[src/rtl/img_pkg.sv]
// Shared encodings for the image threshold stream: output modes, FSM states
// and an elaboration-time clog2 helper.
package img_pkg;

  typedef enum logic [1:0] {
    MODE_PASS       = 2'd0,
    MODE_BINARY     = 2'd1,
    MODE_INV_BINARY = 2'd2,
    MODE_TRUNCATE   = 2'd3
  } mode_e;

  localparam logic [1:0] ST_IDLE   = 2'd0;
  localparam logic [1:0] ST_VSYNC  = 2'd1;
  localparam logic [1:0] ST_HBLANK = 2'd2;
  localparam logic [1:0] ST_DATA   = 2'd3;

  function automatic int clog2(input int value);
    int result;
    result = 0;
    for (int v = value - 1; v > 0; v = v >> 1) result++;
    return result;
  endfunction

endpackage

[src/rtl/threshold_lane.sv]
// One pixel lane: applies the selected threshold mode to a {B,G,R} pixel.
module threshold_lane
  import img_pkg::*;
#(
  parameter int DATA_WIDTH = 8,
  parameter int THRESHOLD  = 90
) (
  input  mode_e                   mode_i,
  input  logic [3*DATA_WIDTH-1:0] pix_i,
  output logic [3*DATA_WIDTH-1:0] pix_o
);

  localparam int SUM_W = DATA_WIDTH + 2;
  localparam logic [SUM_W-1:0]      SUM_LIMIT = SUM_W'(3 * THRESHOLD);
  localparam logic [DATA_WIDTH-1:0] CH_LIMIT  = DATA_WIDTH'(THRESHOLD);

  logic [DATA_WIDTH-1:0] chR, chG, chB;
  logic [DATA_WIDTH-1:0] truncR, truncG, truncB;
  logic [SUM_W-1:0]      sum;
  logic                  bright;

  assign chR = pix_i[DATA_WIDTH-1:0];
  assign chG = pix_i[2*DATA_WIDTH-1:DATA_WIDTH];
  assign chB = pix_i[3*DATA_WIDTH-1:2*DATA_WIDTH];

  // Two guard bits keep the three-channel sum from wrapping.
  assign sum    = SUM_W'(chR) + SUM_W'(chG) + SUM_W'(chB);
  assign bright = sum > SUM_LIMIT;

  assign truncR = (chR > CH_LIMIT) ? chR : '0;
  assign truncG = (chG > CH_LIMIT) ? chG : '0;
  assign truncB = (chB > CH_LIMIT) ? chB : '0;

  always_comb begin
    pix_o = pix_i;
    case (mode_i)
      MODE_PASS:       pix_o = pix_i;
      MODE_BINARY:     pix_o = {(3*DATA_WIDTH){bright}};
      MODE_INV_BINARY: pix_o = {(3*DATA_WIDTH){~bright}};
      MODE_TRUNCATE:   pix_o = {truncB, truncG, truncR};
      default:         pix_o = pix_i;
    endcase
  end

endmodule

[src/rtl/image_stream_threshold.sv]
// Streams a frame bottom-up out of memory with VSYNC/HBLANK timing and
// applies a per-lane threshold, with a fixed two-cycle read-to-output latency.
module image_stream_threshold
  import img_pkg::*;
#(
  parameter int IMAGE_WIDTH    = 768,
  parameter int IMAGE_HEIGHT   = 512,
  parameter int PIXELS_PER_CLK = 2,
  parameter int DATA_WIDTH     = 8,
  parameter int START_DELAY    = 100,
  parameter int HSYNC_DELAY    = 160,
  parameter int THRESHOLD      = 90
) (
  input  logic                                                    clk,
  input  logic                                                    reset,
  input  logic                                                    start,
  input  logic [1:0]                                              mode,
  output logic                                                    mem_rd_en,
  output logic [clog2(IMAGE_WIDTH*IMAGE_HEIGHT/PIXELS_PER_CLK)-1:0] mem_addr,
  input  logic [PIXELS_PER_CLK*3*DATA_WIDTH-1:0]                  mem_rdata,
  output logic [PIXELS_PER_CLK*3*DATA_WIDTH-1:0]                  pix_data,
  output logic                                                    pix_valid,
  output logic                                                    vsync,
  output logic                                                    hsync,
  output logic                                                    done
);

  localparam int WORDS_PER_ROW = IMAGE_WIDTH / PIXELS_PER_CLK;
  localparam int ADDR_W   = clog2(IMAGE_WIDTH * IMAGE_HEIGHT / PIXELS_PER_CLK);
  localparam int BUS_W    = PIXELS_PER_CLK * 3 * DATA_WIDTH;
  localparam int LANE_W   = 3 * DATA_WIDTH;
  localparam int CNT_MAX  = (START_DELAY > HSYNC_DELAY)
                            ? ((START_DELAY > WORDS_PER_ROW) ? START_DELAY : WORDS_PER_ROW)
                            : ((HSYNC_DELAY > WORDS_PER_ROW) ? HSYNC_DELAY : WORDS_PER_ROW);
  localparam int CNT_W    = clog2(CNT_MAX + 1);
  localparam int ROW_W    = clog2(IMAGE_HEIGHT + 1);

  if (!(PIXELS_PER_CLK == 1 || PIXELS_PER_CLK == 2 || PIXELS_PER_CLK == 4) ||
      (IMAGE_WIDTH % PIXELS_PER_CLK) != 0) begin : g_bad_config
    $fatal(1, "image_stream_threshold: illegal PIXELS_PER_CLK or IMAGE_WIDTH");
  end

  logic [1:0]        state_q, state_d;
  logic [CNT_W-1:0]  cnt_q, cnt_d;
  logic [ROW_W-1:0]  row_q, row_d;
  logic [ADDR_W-1:0] rowBase_q, rowBase_d;
  mode_e             mode_q, mode_d;

  logic              rdEn, lastRd;
  logic              rdValid_q, rdLast_q, pixValid_q, pixLast_q, done_q;
  logic [BUS_W-1:0]  pixData_q, pixData_d;

  // One counter is reused for the vsync, blanking and column phases.
  always_comb begin
    state_d   = state_q;
    cnt_d     = cnt_q;
    row_d     = row_q;
    rowBase_d = rowBase_q;
    mode_d    = mode_q;
    case (state_q)
      ST_IDLE: begin
        if (start) begin
          state_d   = ST_VSYNC;
          cnt_d     = '0;
          row_d     = '0;
          rowBase_d = ADDR_W'((IMAGE_HEIGHT - 1) * WORDS_PER_ROW);
          mode_d    = mode_e'(mode);
        end
      end
      ST_VSYNC: begin
        if (cnt_q == CNT_W'(START_DELAY - 1)) begin
          state_d = ST_HBLANK;
          cnt_d   = '0;
        end else begin
          cnt_d = cnt_q + CNT_W'(1);
        end
      end
      ST_HBLANK: begin
        if (cnt_q == CNT_W'(HSYNC_DELAY - 1)) begin
          state_d = ST_DATA;
          cnt_d   = '0;
        end else begin
          cnt_d = cnt_q + CNT_W'(1);
        end
      end
      ST_DATA: begin
        if (cnt_q == CNT_W'(WORDS_PER_ROW - 1)) begin
          cnt_d = '0;
          if (row_q == ROW_W'(IMAGE_HEIGHT - 1)) begin
            state_d = ST_IDLE;
          end else begin
            state_d   = ST_HBLANK;
            row_d     = row_q + ROW_W'(1);
            rowBase_d = rowBase_q - ADDR_W'(WORDS_PER_ROW);
          end
        end else begin
          cnt_d = cnt_q + CNT_W'(1);
        end
      end
      default: state_d = ST_IDLE;
    endcase
  end

  assign rdEn   = (state_q == ST_DATA);
  assign lastRd = rdEn && (cnt_q == CNT_W'(WORDS_PER_ROW - 1)) &&
                  (row_q == ROW_W'(IMAGE_HEIGHT - 1));

  for (genvar lane = 0; lane < PIXELS_PER_CLK; lane++) begin : g_lane
    threshold_lane #(
      .DATA_WIDTH(DATA_WIDTH),
      .THRESHOLD (THRESHOLD)
    ) u_lane (
      .mode_i(mode_q),
      .pix_i (mem_rdata[lane*LANE_W +: LANE_W]),
      .pix_o (pixData_d[lane*LANE_W +: LANE_W])
    );
  end

  always_ff @(posedge clk) begin
    if (reset) begin
      state_q    <= ST_IDLE;
      cnt_q      <= '0;
      row_q      <= '0;
      rowBase_q  <= '0;
      mode_q     <= MODE_PASS;
      rdValid_q  <= 1'b0;
      rdLast_q   <= 1'b0;
      pixValid_q <= 1'b0;
      pixLast_q  <= 1'b0;
      done_q     <= 1'b0;
      pixData_q  <= '0;
    end else begin
      state_q    <= state_d;
      cnt_q      <= cnt_d;
      row_q      <= row_d;
      rowBase_q  <= rowBase_d;
      mode_q     <= mode_d;
      rdValid_q  <= rdEn;
      rdLast_q   <= lastRd;
      pixValid_q <= rdValid_q;
      pixLast_q  <= rdLast_q;
      done_q     <= pixLast_q;
      pixData_q  <= pixData_d;
    end
  end

  // Outputs are forced low for the whole time reset is held, not just after its first edge.
  assign mem_rd_en = rdEn & ~reset;
  assign mem_addr  = (rdEn && !reset) ? (rowBase_q + ADDR_W'(cnt_q)) : '0;
  assign vsync     = (state_q == ST_VSYNC) & ~reset;
  assign pix_valid = pixValid_q & ~reset;
  assign hsync     = pixValid_q & ~reset;
  assign done      = done_q & ~reset;
  assign pix_data  = reset ? '0 : pixData_q;

endmodule
[config.mk]
export PLATFORM = sky130hd
export DESIGN_NAME = image_stream_threshold
export DESIGN_NICKNAME = d
export VERILOG_FILES = /design/src/rtl/img_pkg.sv /design/src/rtl/threshold_lane.sv /design/src/rtl/image_stream_threshold.sv
export SDC_FILE = /design/constraint.sdc
export NUM_CORES = 1
export LEC_CHECK = 0
export CELL_PAD_IN_SITES_DETAIL_PLACEMENT = 1
export CELL_PAD_IN_SITES_GLOBAL_PLACEMENT = 1
export CORE_MARGIN = 2
export CORE_UTILIZATION = 42
export CTS_BUF_LIST = sky130_fd_sc_hd__clkbuf_8
export CTS_CLUSTER_SIZE = 8
export DETAILED_ROUTE_END_ITERATION = 7
export PLACE_DENSITY_LB_ADDON = 0.1
export SYNTH_ARGS = -nofsm -noshare
export SYNTH_HDL_FRONTEND = slang
export SYNTH_SLANG_ARGS = --single-unit
[constraint.sdc]
create_clock -name clk -period 11.7 [get_ports clk]
set_input_delay 3.51 -clock clk [delete_from_list [all_inputs] [get_ports clk]]
set_output_delay 3.51 -clock clk [all_outputs]
set_load 0.05 [all_outputs]
==> qor.csv <==
metric,value,unit
outcome,"complete, no violations",
register bit total from synthesis,87,
"EDFF count, synth",0,
Post-Syn Instances,690,
GRT busiest layer,met2,
chip width,120,um
drt wl/cell,17.1,um
initial DRC count,376,
post-placement cell count,961,
post-CTS sizing,0,
Final Skew,0.0120,ns
CP Data Required Time,8.19,ns
number of I/O pins,124,
routed vias,5374,
critical path cell sequence,buf_4 > nand2b_1 > inv_1 > and2_1 > clkdlybuf4s50_1,
Placer Congestion,0.892,
largest family of logic cells by synthesized area,simple AND/OR/NAND/NOR gates,
Area contributors post-synth,"dfxtp_1, ha_1, nor2b_1",
Async SR Flop Fraction,0,%
critical path class,input port to output pin,
share of layout cells above drive strength 1,6.99,%
vias per cell,5.50,
Synth Area in XOR/XNOR,6.50,%
critical path arrival,5.62,ns
Crit path largest cell delay,0.70,ns
grt met2 use,41.4,%
GR Util All Layers,23.4,%
Area Growth Syn to Fin,27.5,%
die height,120,um
worst skew pair latency,0.38,ns
fin cells,977,
Leakage,2.98,nW
period utilisation layout,78.0,%
PD cells,140,nW/um^2
syn_nets,786,
CTS H-Tree Depth,3,
met1 GRT Util,29.4,%
sequential share of the synthesized area,30.8,%
Startpoint Class,input port,
CTS Hold Bufs,0,
Max Freq,110,MHz
final global-route overflow total,0,
"Cell Area, Synth",5660,sq um
DR DRC count,0,
DPL Wire Length,12900,um
Area after DPL,6950,sq um
Initial Util,42.9,%
final critical-path required period,9.13,ns
CTS tree,yes,
simple-gate share of the synthesized area,30.5,%
number of diodes,0,
post-synthesis mux area share,0,%
measured slew at the worst slew-check pin,1.26,ns
first-pass GRT wire length,27400,um
post-synthesis cell type count,63,
Hold WC Path Type,flip-flop to flip-flop,
fin area,7220,sq um
Yosys top cell area share,30.8,%
1st-pass router iterations,4,
Post-DRT Antenna Nets,0,
setup TNS,0,ns
Slew headroom,15.9,%
Max-Cap Viols,0,
synth warn,0,
Post-Synth Adder-Cell Area,10.0,%
CTS buffer count,9,
initial antenna violation count,0,
average cell area after synthesis,8.21,sq um
top cell type by total area after synthesis,dfxtp_1,
Compound-Gate Fraction of Synth Area,17.6,%
CP max FO,46,
VDD IR max,0.0764,mV
root buffer cell,clkbuf_8,
largest net degree at the start of global routing,64,
Buffers on Ports,123,
predominant post-synthesis flop cell,dfxtp_1,
final WL,16700,um
Fin. Hold Viols,0,
# rows,42,
Post-synth top cells,"dfxtp_1, nand2_1, nor2b_1",
RSZ-0062 raised after global routing,false,
postcts setup bufs,0,
hold slack,0.457,ns
vias in the first global route,5518,
CP max stage cell,clkdlybuf4s50_1,
Die ar.,14400,sq um
M3 GR Usage,2.61,%
final slew viol count,0,
Worst Setup End Kind,output pin,
PnR Total Power,1.01,mW
clock buffer depth,2,
Final Setup Violations,0,
most frequent cell after synthesis,dfxtp_1,
"Clk pin slew, worst setup/hold paths",0.08,ns
Core ar.,13200,sq um
fin nets,892,
clk sinks,87,
-- layer usage --
layer	part of all wire [%]	wire length, um
met5	0	0
met4	1.6	265
met3	2.6	427
met2	51	8540
met1	45	7490
-- placed cells by master, fill, tap and decap left out, types with 5 or more instances in the layout --
cell type        Yosys  layout
dfxtp_1             87      87
nand4b_1             5       5
nor2_1              53      53
inv_1               22      23
nor2b_1             63      63
nand3_1             21      21
xor2_1              13      13
nand4_1              7       7
nand2_1             79      79
a21o_1              10      10
and2_1               9       9
nand3b_1             5       5
and3_1               5       5
o21ai_0             19      19
a21oi_1             50      50
nand3_2             20      20
clkbuf_8             0      10
a211oi_1             7       7
a31oi_1             27      27
o21bai_1             6       6
or2_2                5       5
clkdlybuf4s50_1      0     122
nand2b_1             6       6
or3_1                5       5
xnor2_1             29      29
ha_1                39      39
nor3_1              12      12
-- metrics by stage --
step / utilization, % / setup WS (ns)
global route: 54.7 / 2.42
floorplan: - / 3.23
finish: 54.7 / 2.57
global placement: 52.7 / 2.65
detailed placement: 52.7 / 2.54
CTS: 54.7 / 2.54
-- final cells by class --
class,count,area (sq um)
clock inverter,6,133
tap,176,220
clock buffer,10,138
multi-input combinational,551,3660
sequential,87,1740
fill,1608,5970
inverter,22,82.6
timing repair buffer,125,1240
-- flip-flops by register name (all words and copies together), names as in the netlist --
| register | flops |
|---|---|
| cnt_q | 9 |
| done_q | 1 |
| mode_q | 2 |
| pixData_q | 48 |
| pixLast_q | 1 |
| pixValid_q | 1 |
| rdLast_q | 1 |
| rdValid_q | 1 |
| rowBase_q | 11 |
| row_q | 10 |
| state_q | 2 |
-- worst paths after layout --
check	to	slack, ns	from	cells past startpoint
min	done_q$_SDFF_PP0_	0.46	pixLast_q$_SDFF_PP0_	1
max	mem_addr[5]	2.57	reset	5
min reg2reg	done_q$_SDFF_PP0_	0.46	pixLast_q$_SDFF_PP0_	1
max reg2reg	rowBase_q[13]$_SDFFE_PP0P_	8.92	cnt_q[0]$_SDFFE_PP0P_	8
-- critical path: cells and delay by family --
kind / cells / cell delay, ns
buffers and inverters: 3 / 1.36
and+or+nand+nor: 2 / 0.73
-- cells by family (layout without fill, tap and decap cells) --
group	Yosys count	after routing
AO/OA/AOI/OAI	152	152
XOR/XNOR	42	42
adder cells (fa/ha/maj)	43	43
buffers and inverters	52	163
flip-flops	87	87
AND/OR/NAND/NOR	314	314
-- where the power goes --
| group | switching (mW) | leakage [nW] | internal [mW] |
|---|---|---|---|
| combinational | 0.225 | 2.13 | 0.150 |
| clock | 0.113 | 0.138 | 0.169 |
| sequential | 0.0220 | 0.717 | 0.330 |
(Power assumes the default switching activity.)
